## config.mk

```make
export PLATFORM = sky130hd
export DESIGN_NAME = rv_instr_stim_gen
export DESIGN_NICKNAME = d
export VERILOG_FILES = /design/src/rtl/rv_instr_stim_gen.sv
export SDC_FILE = /design/constraint.sdc
export NUM_CORES = 1
export LEC_CHECK = 0
export CORE_ASPECT_RATIO = 0.5
export CORE_MARGIN = 3
export CORE_UTILIZATION = 51
export CTS_BUF_LIST = sky130_fd_sc_hd__clkbuf_16
export DETAILED_ROUTE_END_ITERATION = 16
export PLACE_DENSITY = 0.81
export SLEW_MARGIN = 30
export SYNTH_ARGS = -nofsm -noshare
export SYNTH_HDL_FRONTEND = slang
export SYNTH_SLANG_ARGS = --single-unit
```

## constraint.sdc

```tcl
create_clock -name clk_i -period 2.28 [get_ports clk_i]
set_input_delay 0.342 -clock clk_i [delete_from_list [all_inputs] [get_ports clk_i]]
set_output_delay 0.342 -clock clk_i [all_outputs]
set_load 0.03 [all_outputs]
```

## src/rtl/rv_instr_stim_gen.sv

```systemverilog
// rv_instr_stim_gen: RV32I instruction stimulus generator.
// Emits ADD/ADDI/BEQ/JAL instructions decoded from a 32-bit Galois LFSR with a
// programmable weighted mix, over a valid/ready handshake.
// Ports:
//   clk_i, arst_i        clock (rising edge), asynchronous active-high reset
//   start_i              begin a run (sampled in IDLE only)
//   seed_load_i, seed_i  load LFSR seed in IDLE (seed 0 loads 1); wins over start
//   num_instr_i          instructions per run, latched at start; 0 = unbounded
//   instr_valid_o/ready_i handshake; instr_o/instr_type_o decoded from the LFSR
//   busy_o               high while generating
//   done_o               one-cycle pulse after the last instruction of a bounded run
module rv_instr_stim_gen #(
  parameter int          DATA_WIDTH = 32,
  parameter int          DIR_WIDTH  = 5,
  parameter int          ADD_W      = 4,
  parameter int          ADDI_W     = 4,
  parameter int          BEQ_W      = 4,
  parameter int          JAL_W      = 4,
  parameter int          OFF_W      = 8,
  parameter int          CNT_W      = 16,
  parameter logic [31:0] SEED       = 32'hACE1_2025,
  parameter bit          ALLOW_X0   = 1'b1
) (
  input  logic                  clk_i,
  input  logic                  arst_i,
  input  logic                  start_i,
  input  logic                  seed_load_i,
  input  logic [31:0]           seed_i,
  input  logic [CNT_W-1:0]      num_instr_i,
  output logic                  instr_valid_o,
  input  logic                  instr_ready_i,
  output logic [DATA_WIDTH-1:0] instr_o,
  output logic [1:0]            instr_type_o,
  output logic                  busy_o,
  output logic                  done_o
);

  if (ADD_W + ADDI_W + BEQ_W + JAL_W != 16) begin : g_bad_weights
    $error("instruction weights must sum to 16");
  end

  localparam logic [4:0]  T_ADD  = 5'(ADD_W);
  localparam logic [4:0]  T_ADDI = 5'(ADD_W + ADDI_W);
  localparam logic [4:0]  T_BEQ  = 5'(ADD_W + ADDI_W + BEQ_W);
  localparam logic [4:0]  RMASK  = 5'((32'd1 << DIR_WIDTH) - 32'd1);
  localparam logic [31:0] POLY   = 32'h8020_0003;

  typedef enum logic [1:0] {S_IDLE, S_GEN, S_DONE} state_t;

  state_t             state_q;
  logic [31:0]        lfsr_q, lfsr_d;
  logic [CNT_W-1:0]   cnt_q, cnt_d, bound_q;
  logic               valid_q, busy_q, done_q;
  logic               hs;

  assign hs     = valid_q & instr_ready_i;
  assign lfsr_d = {1'b0, lfsr_q[31:1]} ^ (lfsr_q[0] ? POLY : 32'h0);
  assign cnt_d  = cnt_q + CNT_W'(1);

  // ---------------- field decode (combinational from LFSR) ----------------
  logic [4:0]       r5, rd_raw, rd, rs1, rs2;
  logic [OFF_W-1:0] off_raw;
  logic [20:0]      off;
  logic [1:0]       typ;
  logic [31:0]      ins;

  assign r5      = {1'b0, lfsr_q[3:0]};
  assign rd_raw  = lfsr_q[8:4] & RMASK;
  assign rd      = (!ALLOW_X0 && rd_raw == 5'd0) ? 5'd1 : rd_raw;
  assign rs1     = lfsr_q[13:9] & RMASK;
  assign rs2     = lfsr_q[18:14] & RMASK;
  // Word-aligned offset: low two bits always zero, then sign-extended to 21 bits.
  assign off_raw = {lfsr_q[OFF_W+16:19], 2'b00};
  assign off     = {{(21-OFF_W){off_raw[OFF_W-1]}}, off_raw};

  always_comb begin
    typ = 2'd3;
    ins = '0;
    if      (r5 < T_ADD)  typ = 2'd0;
    else if (r5 < T_ADDI) typ = 2'd1;
    else if (r5 < T_BEQ)  typ = 2'd2;
    case (typ)
      2'd0:    ins = {7'b0, rs2, rs1, 3'b000, rd, 7'b0110011};
      2'd1:    ins = {lfsr_q[30:19], rs1, 3'b000, rd, 7'b0010011};
      2'd2:    ins = {off[12], off[10:5], rs2, rs1, 3'b000, off[4:1], off[11], 7'b1100011};
      default: ins = {off[20], off[10:1], off[11], off[19:12], rd, 7'b1101111};
    endcase
  end

  assign instr_o       = ins;
  assign instr_type_o  = typ;
  assign instr_valid_o = valid_q;
  assign busy_o        = busy_q;
  assign done_o        = done_q;

  // ---------------- control FSM ----------------
  always_ff @(posedge clk_i or posedge arst_i) begin
    if (arst_i) begin
      state_q <= S_IDLE;
      lfsr_q  <= SEED;
      cnt_q   <= '0;
      bound_q <= '0;
      valid_q <= 1'b0;
      busy_q  <= 1'b0;
      done_q  <= 1'b0;
    end else begin
      case (state_q)
        S_IDLE: begin
          done_q <= 1'b0;
          if (seed_load_i) begin
            lfsr_q <= (seed_i == 32'h0) ? 32'h1 : seed_i;
          end else if (start_i) begin
            bound_q <= num_instr_i;
            cnt_q   <= '0;
            valid_q <= 1'b1;
            busy_q  <= 1'b1;
            state_q <= S_GEN;
          end
        end
        S_GEN: begin
          if (hs) begin
            lfsr_q <= lfsr_d;
            cnt_q  <= cnt_d;
            // Bound 0 never matches, so unbounded runs wrap the counter freely.
            if (bound_q != '0 && cnt_d == bound_q) begin
              valid_q <= 1'b0;
              busy_q  <= 1'b0;
              done_q  <= 1'b1;
              state_q <= S_DONE;
            end
          end
        end
        S_DONE: begin
          done_q  <= 1'b0;
          state_q <= S_IDLE;
        end
        default: state_q <= S_IDLE;
      endcase
    end
  end

endmodule

```

## After elaboration in Yosys (flattened, before gate mapping)

Cells that the tools add are included.

| operators by class | value |
|---|---|
| mux-type cells | 26 |
| eq/ne operators | 10 |
| $add $sub $neg | 1 |
| order comparisons | 3 |
| reduce and logical (&&, ||, !) cells | 14 |
| bitwise gates (word level) | 3 |

Operators by type and width:

| operator | count |
|---|---|
| 2-to-1 mux 32 bit | 4 |
| case mux 32 bit (3 select lines) | 1 |
| case mux 32 bit (2 select lines) | 1 |
| 2-to-1 mux 16 bit | 3 |
| zero test 32 bit | 1 |
| case mux 16 bit (2 select lines) | 1 |
| XOR 31 x 32 -> 32 bit | 1 |
| adder 16 x 1 -> 16 bit (second input constant) | 1 |
| equality test 16 bit | 1 |
| nonzero test 16 bit | 1 |
| 2-to-1 mux 2 bit | 6 |
| inequality test 2 bit (second input constant) | 5 |
| AND reduction 3 bit | 3 |
| < comparator 4 bit (second input constant) | 2 |
| AND reduction 4 bit | 2 |
| 2-to-1 mux 1 bit | 7 |
| AND reduction 5 bit | 1 |
| equality test 2 x 1 -> 1 bit (second input constant) | 2 |
| equality test 2 bit (second input constant) | 2 |
| zero test 2 bit | 2 |
| < comparator 4 x 3 -> 1 bit (second input constant) | 1 |
| case mux 1 bit (2 select lines) | 2 |
| case mux 2 bit (2 select lines) | 1 |
| nonzero test 2 bit | 2 |
| other kinds (4) | 4 |

| word-level totals | value |
|---|---|
| bits in registers | 68 |
| output and inout bits | 37 |
| word-level logic and storage cells | 63 |

## Logic depth before layout (Yosys ltp)

| logic depth | value |
|---|---|
| depth in word-level cells | 6 |
| depth in mapped cells | 8 |
| depth with buffers taken out | 7 |

## Worst setup path after synthesis

Ideal clock, no wire load.

| path | value |
|---|---|
| kind | register to register |
| start | register cnt_q[0] |
| end | register busy_q, in the netlist busy_o |
| setup slack | 0.248 ns |
| stages on the path, launching flop included | 9 |
| arrival | 1.905 ns |
| period minus slack after synthesis | 2.032 ns |
| buffers on the path | 1 |
| cell sequence | dfrtp_1 ha_1 nand3_2 buf_4 nor4_2 xnor2_1 nand3_2 nor4_4 nor2_1 |

| on the way | value |
|---|---|
| longest elaborated chain between the ends | 5 |

RTL lines:

| what | line | RTL |
|---|---|---|
| start, declared | 52 | `logic [CNT_W-1:0] cnt_q, cnt_d, bound_q;` |
| start signal, assigned | 123 | `cnt_q <= cnt_d;` |
| adder 16 x 1 -> 16 bit | 58 | `assign cnt_d = cnt_q + CNT_W'(1);` |
| equality test 16 bit | 125 | `if (bound_q != '0 && cnt_d == bound_q) begin` |
| logical AND 1 bit | 125 |  |
| inequality test 2 bit (no source line) | n/a |  |
| AND reduction 5 bit (no source line) | n/a |  |
| end signal, assigned | 104 | `busy_q <= 1'b0;` |
| end signal, assigned | 116 | `busy_q <= 1'b1;` |
| end signal, assigned | 127 | `busy_q <= 1'b0;` |
| end, declared | 53 | `logic valid_q, busy_q, done_q;` |

Every way passes these cells.
A chain may end at the register's enable or synchronous reset.

## Final worst setup path

| path | value |
|---|---|
| start | register lfsr_q[2] |
| end | output instr_o[8] |

| on the way | value |
|---|---|
| longest elaborated chain between the ends | 6 |
| elaborated cells on any way between the ends | 10 |

RTL lines:

| what | line | RTL |
|---|---|---|
| start, declared | 51 | `logic [31:0] lfsr_q, lfsr_d;` |
| start signal, assigned | 111 | `lfsr_q <= (seed_i == 32'h0) ? 32'h1 : seed_i;` |
| start signal, assigned | 122 | `lfsr_q <= lfsr_d;` |
| < comparator 4 bit | 81 | `else if (r5 < T_BEQ) typ = 2'd2;` |
| 2-to-1 mux 1 bit | 81 |  |
| 2-to-1 mux 2 bit | 80 | `else if (r5 < T_ADDI) typ = 2'd1;` |
| 2-to-1 mux 2 bit (*) | 79 | `if (r5 < T_ADD) typ = 2'd0;` |
| equality test 2 bit (tied with other cells) | 82 | `case (typ)` |
| case mux 32 bit (3 select lines) (*) | 82 |  |
| end, declared | 32 | `output logic [DATA_WIDTH-1:0] instr_o,` |

Mark *: on every way between the ends. The rest lies on a longest branch, timed or not.

==> results.py <==
metrics = {
    "critical_path": {
        "cp.arrival_ps": 1840,
        "r2r-start": "cnt_q[1]$_DFFE_PP0P_",
        "ff2ff_setup_slack_ps": 130,
        "required_ps": 1940,
        "cp_max_fo": 6,
        "r2r_cells": 7,
        "r2r-end": "busy_o$_DFFE_PP0P_",
        "cp-end-kind": "output pin",
        "worstSetupPathType": "reg -> out",
        "start_kind": "register",
    },
    "synthesis": {
        "syn_inst": 454,
        "synth.distinct_cells": 56,
        "synth_top_cell_by_area": "dfrtp_1",
        "ys_async_sr_fraction_pct": 100,
        "yosys_most_used_dff": "dfrtp_1",
        "netlist_area_um2": 4030,
        "synth_top_area_share_pct": 34.8,
        "ys_seq_area_share_pct": 42.6,
        "synth_edf_count": 0,
        "synth_area_leaders": "dfrtp_1, dfstp_2, nand2_1, mux2_2, nor2_1",
        "synth-seq-cells": 68,
        "avgSynthCellArea_um2": 8.88,
        "ys_warn_count": 0,
    },
    "drt": {
        "ant_nets": 0,
        "vias": 3604,
        "first_iter_violations": 251,
        "routed_wl_um": 10400,
        "drc": 0,
        "vias_per_cell": 5.54,
        "wl_per_cell_um": 16.0,
        "dr.pass1.iters": 5,
    },
    "floorplanning": {
        "die-area_um2": 9070,
        "start_util_pct": 53.8,
        "die_x_um": 132,
        "core_um2": 7490,
        "rows": 22,
        "die_y_um": 68.9,
        "ios": 90,
    },
    "timing": {
        "hold_violations": 0,
        "period_share_pct": 95.7,
        "setup-tns-final_ps": 0,
        "finalSetupViolations": 0,
        "tightest_slew_ps": 516,
        "max_clock_freq_ghz": 0.458,
        "fin_crit_ps": 2180,
        "fin_skew_ps": 4.56,
        "rsz0062_at_grt": "false",
        "hold_ws_ps": 364,
        "maxSlewHeadroom_pct": 65.6,
        "worst_slack_ps": 97.5,
        "drv_slew": 0,
    },
    "layout": {
        "layout-drive-gt1-share_pct": 17.7,
        "n_antenna_cell": 0,
        "fin_nets": 591,
        "areaGrowthSynthToFinish_pct": 32.3,
        "final_area_um2": 5330,
        "fin_cells": 650,
        "finish.utilization_pct": 71.2,
    },
    "clocking": {
        "htreeDepth": 3,
        "cts-buffers-inserted": 9,
        "insertion_delay_ps": 340,
        "clock_sinks": 68,
        "clockRootBuffer": "clkbuf_16",
        "clockBufferDepth": 2,
        "cts_tree": "built",
        "clkTransAtPathRegs_ps": 50,
        "ctsHoldBuffers": 0,
    },
    "power": {
        "peakVddDrop_mv": 0.663,
        "finalPower_mw": 7.27,
        "leakage_nw": 2.35,
        "p_per_area_nw_per_um2": 1360,
    },
    "place": {
        "pre_cts_ws_ps": 102,
        "port_buffers": 87,
        "placed_cells": 634,
        "globalplace.congestion": 0.861,
        "placed_area_um2": 5050,
        "dpl.hpwl_um": 7410,
    },
    "run": {
        "cap_violations": 0,
    },
    "global_route": {
        "grt.overflow.total": 0,
        "grt_usage_pct": 23.2,
        "grt_max_degree": 35,
        "antenna_found_initial": 0,
        "grt_pass1_vias": 3315,
        "grt_pass1_wl_um": 16400,
    },
    "status": {
        "outcome": "completed",
    },
    "worst_hold_path": {
        "hp-class": "in -> async",
    },
}
## repair_timing
item / in CTS / in global routing
setup buffers: 0 / 0
resized for setup: 15 / 9
endpoints found under the setup margin: 16 / 9
## layout by cell type (no fill, tap or decap), types with 2 or more instances in the layout
cell	Yosys	layout
conb_1	1	2
buf_12	0	2
o21bai_1	2	2
inv_1	7	8
o31ai_1	5	5
nor4_4	2	4
xor2_1	12	12
o21ai_1	10	10
buf_4	7	28
nor3b_1	2	2
nand4_2	2	2
nand3_1	7	7
nand2b_1	6	6
nand4_1	6	6
nor2_1	54	53
dlymetal6s2s_1	0	6
o21ai_0	12	12
or4_1	2	2
a21o_1	11	11
mux2_2	22	22
a22o_1	3	3
dfstp_2	12	12
dlygate4sd2_1	0	13
clkinv_1	0	4
nand3_2	3	2
clkdlybuf4s50_1	0	60
nand2_1	80	80
a31oi_1	29	29
xnor2_1	15	15
dfrtp_1	56	56
a21oi_1	10	9
nor2b_1	4	3
mux2i_1	3	3
nor4_1	13	13
clkbuf_16	0	9
## power by group
| group | total [mW] | internal, mW | leakage [nW] | switching (mW) |
|---|---|---|---|---|
| registers | 2.18 | 1.71 | 0.803 | 0.469 |
| clock network | 1.20 | 0.709 | 0.132 | 0.487 |
| logic | 3.89 | 1.65 | 1.41 | 2.24 |
| total | 7.27 | 4.08 | 2.35 | 3.20 |
## kinds of logic (layout without fill, tap and decap cells)
logic type / count (synthesis) / after routing / synth area share, %
mux: 25 / 25 / 6.89
compound gates: 90 / 90 / 14.3
xor+xnor: 27 / 27 / 5.87
simple gates: 197 / 197 / 24.7
flops: 68 / 68 / 42.6
other cells: 1 / 2 / 0.0930
buf+inv: 45 / 132 / 5.15
fa+ha+maj: 1 / 1 / 0.310
## routing by layer
metal | vias up | global-route usage [%] | wire, µm
li1 | 1757 | - | -
met2 | 105 | 40.0 | 5070
met4 | 0 | 6.81 | 104
met3 | 13 | 6.81 | 560
met5 | - | 0 | 0
met1 | 1729 | 29.1 | 4640
## cell type report
type / count / area (µm²)
clock inverters: 7 / 27.5
inverters: 7 / 26.3
flip-flops and latches: 68 / 1720
repair buffers: 109 / 1040
clock buffers: 9 / 225
multi-input cells: 342 / 2160
fillers: 591 / 2150
well taps: 108 / 135
## Yosys cell counts (3+ instances only)
cell	instances
xnor2_1	15
o31ai_1	5
a22o_1	3
nand2b_1	6
a31oi_1	29
clkbuf_1	25
o21ai_1	10
a21oi_1	10
o21ai_0	12
xor2_1	12
nor4_1	13
nand2_1	80
mux2i_1	3
nand3_2	3
buf_2	4
nor4_2	3
inv_1	7
nor2_1	54
buf_4	7
a21o_1	11
nand3_1	7
mux2_2	22
dfrtp_1	56
dfstp_2	12
nand4_1	6
nor2b_1	4
## registers in the layout, summed over array words and instances (netlist names)
signal	cells
bound_q	16
done_o	1
cnt_q	16
busy_o	1
state_q	2
lfsr_q	32
## critical path: stages (launching register included)
cell and delay [ps]:
dfstp_2 610, nor2_4 80, nor2b_1 110, clkdlybuf4s50_1 700
## worst max-delay path by stage
stage,from,end
5_1_grt,cnt_q[2]$_DFFE_PP0P_,busy_o$_DFFE_PP0P_
4_1_cts,lfsr_q[2]$_DFFE_PP1P_,instr_o[5]
6_report,lfsr_q[2]$_DFFE_PP1P_,instr_o[8]
2_1_floorplan,arst_i,bound_q[0]$_DFFE_PP0P_
3_3_place_gp,lfsr_q[2]$_DFFE_PP1P_,instr_o[7]
3_5_place_dp,cnt_q[1]$_DFFE_PP0P_,busy_o$_DFFE_PP0P_
No activity file was read; power rests on OpenSTA's default activity.
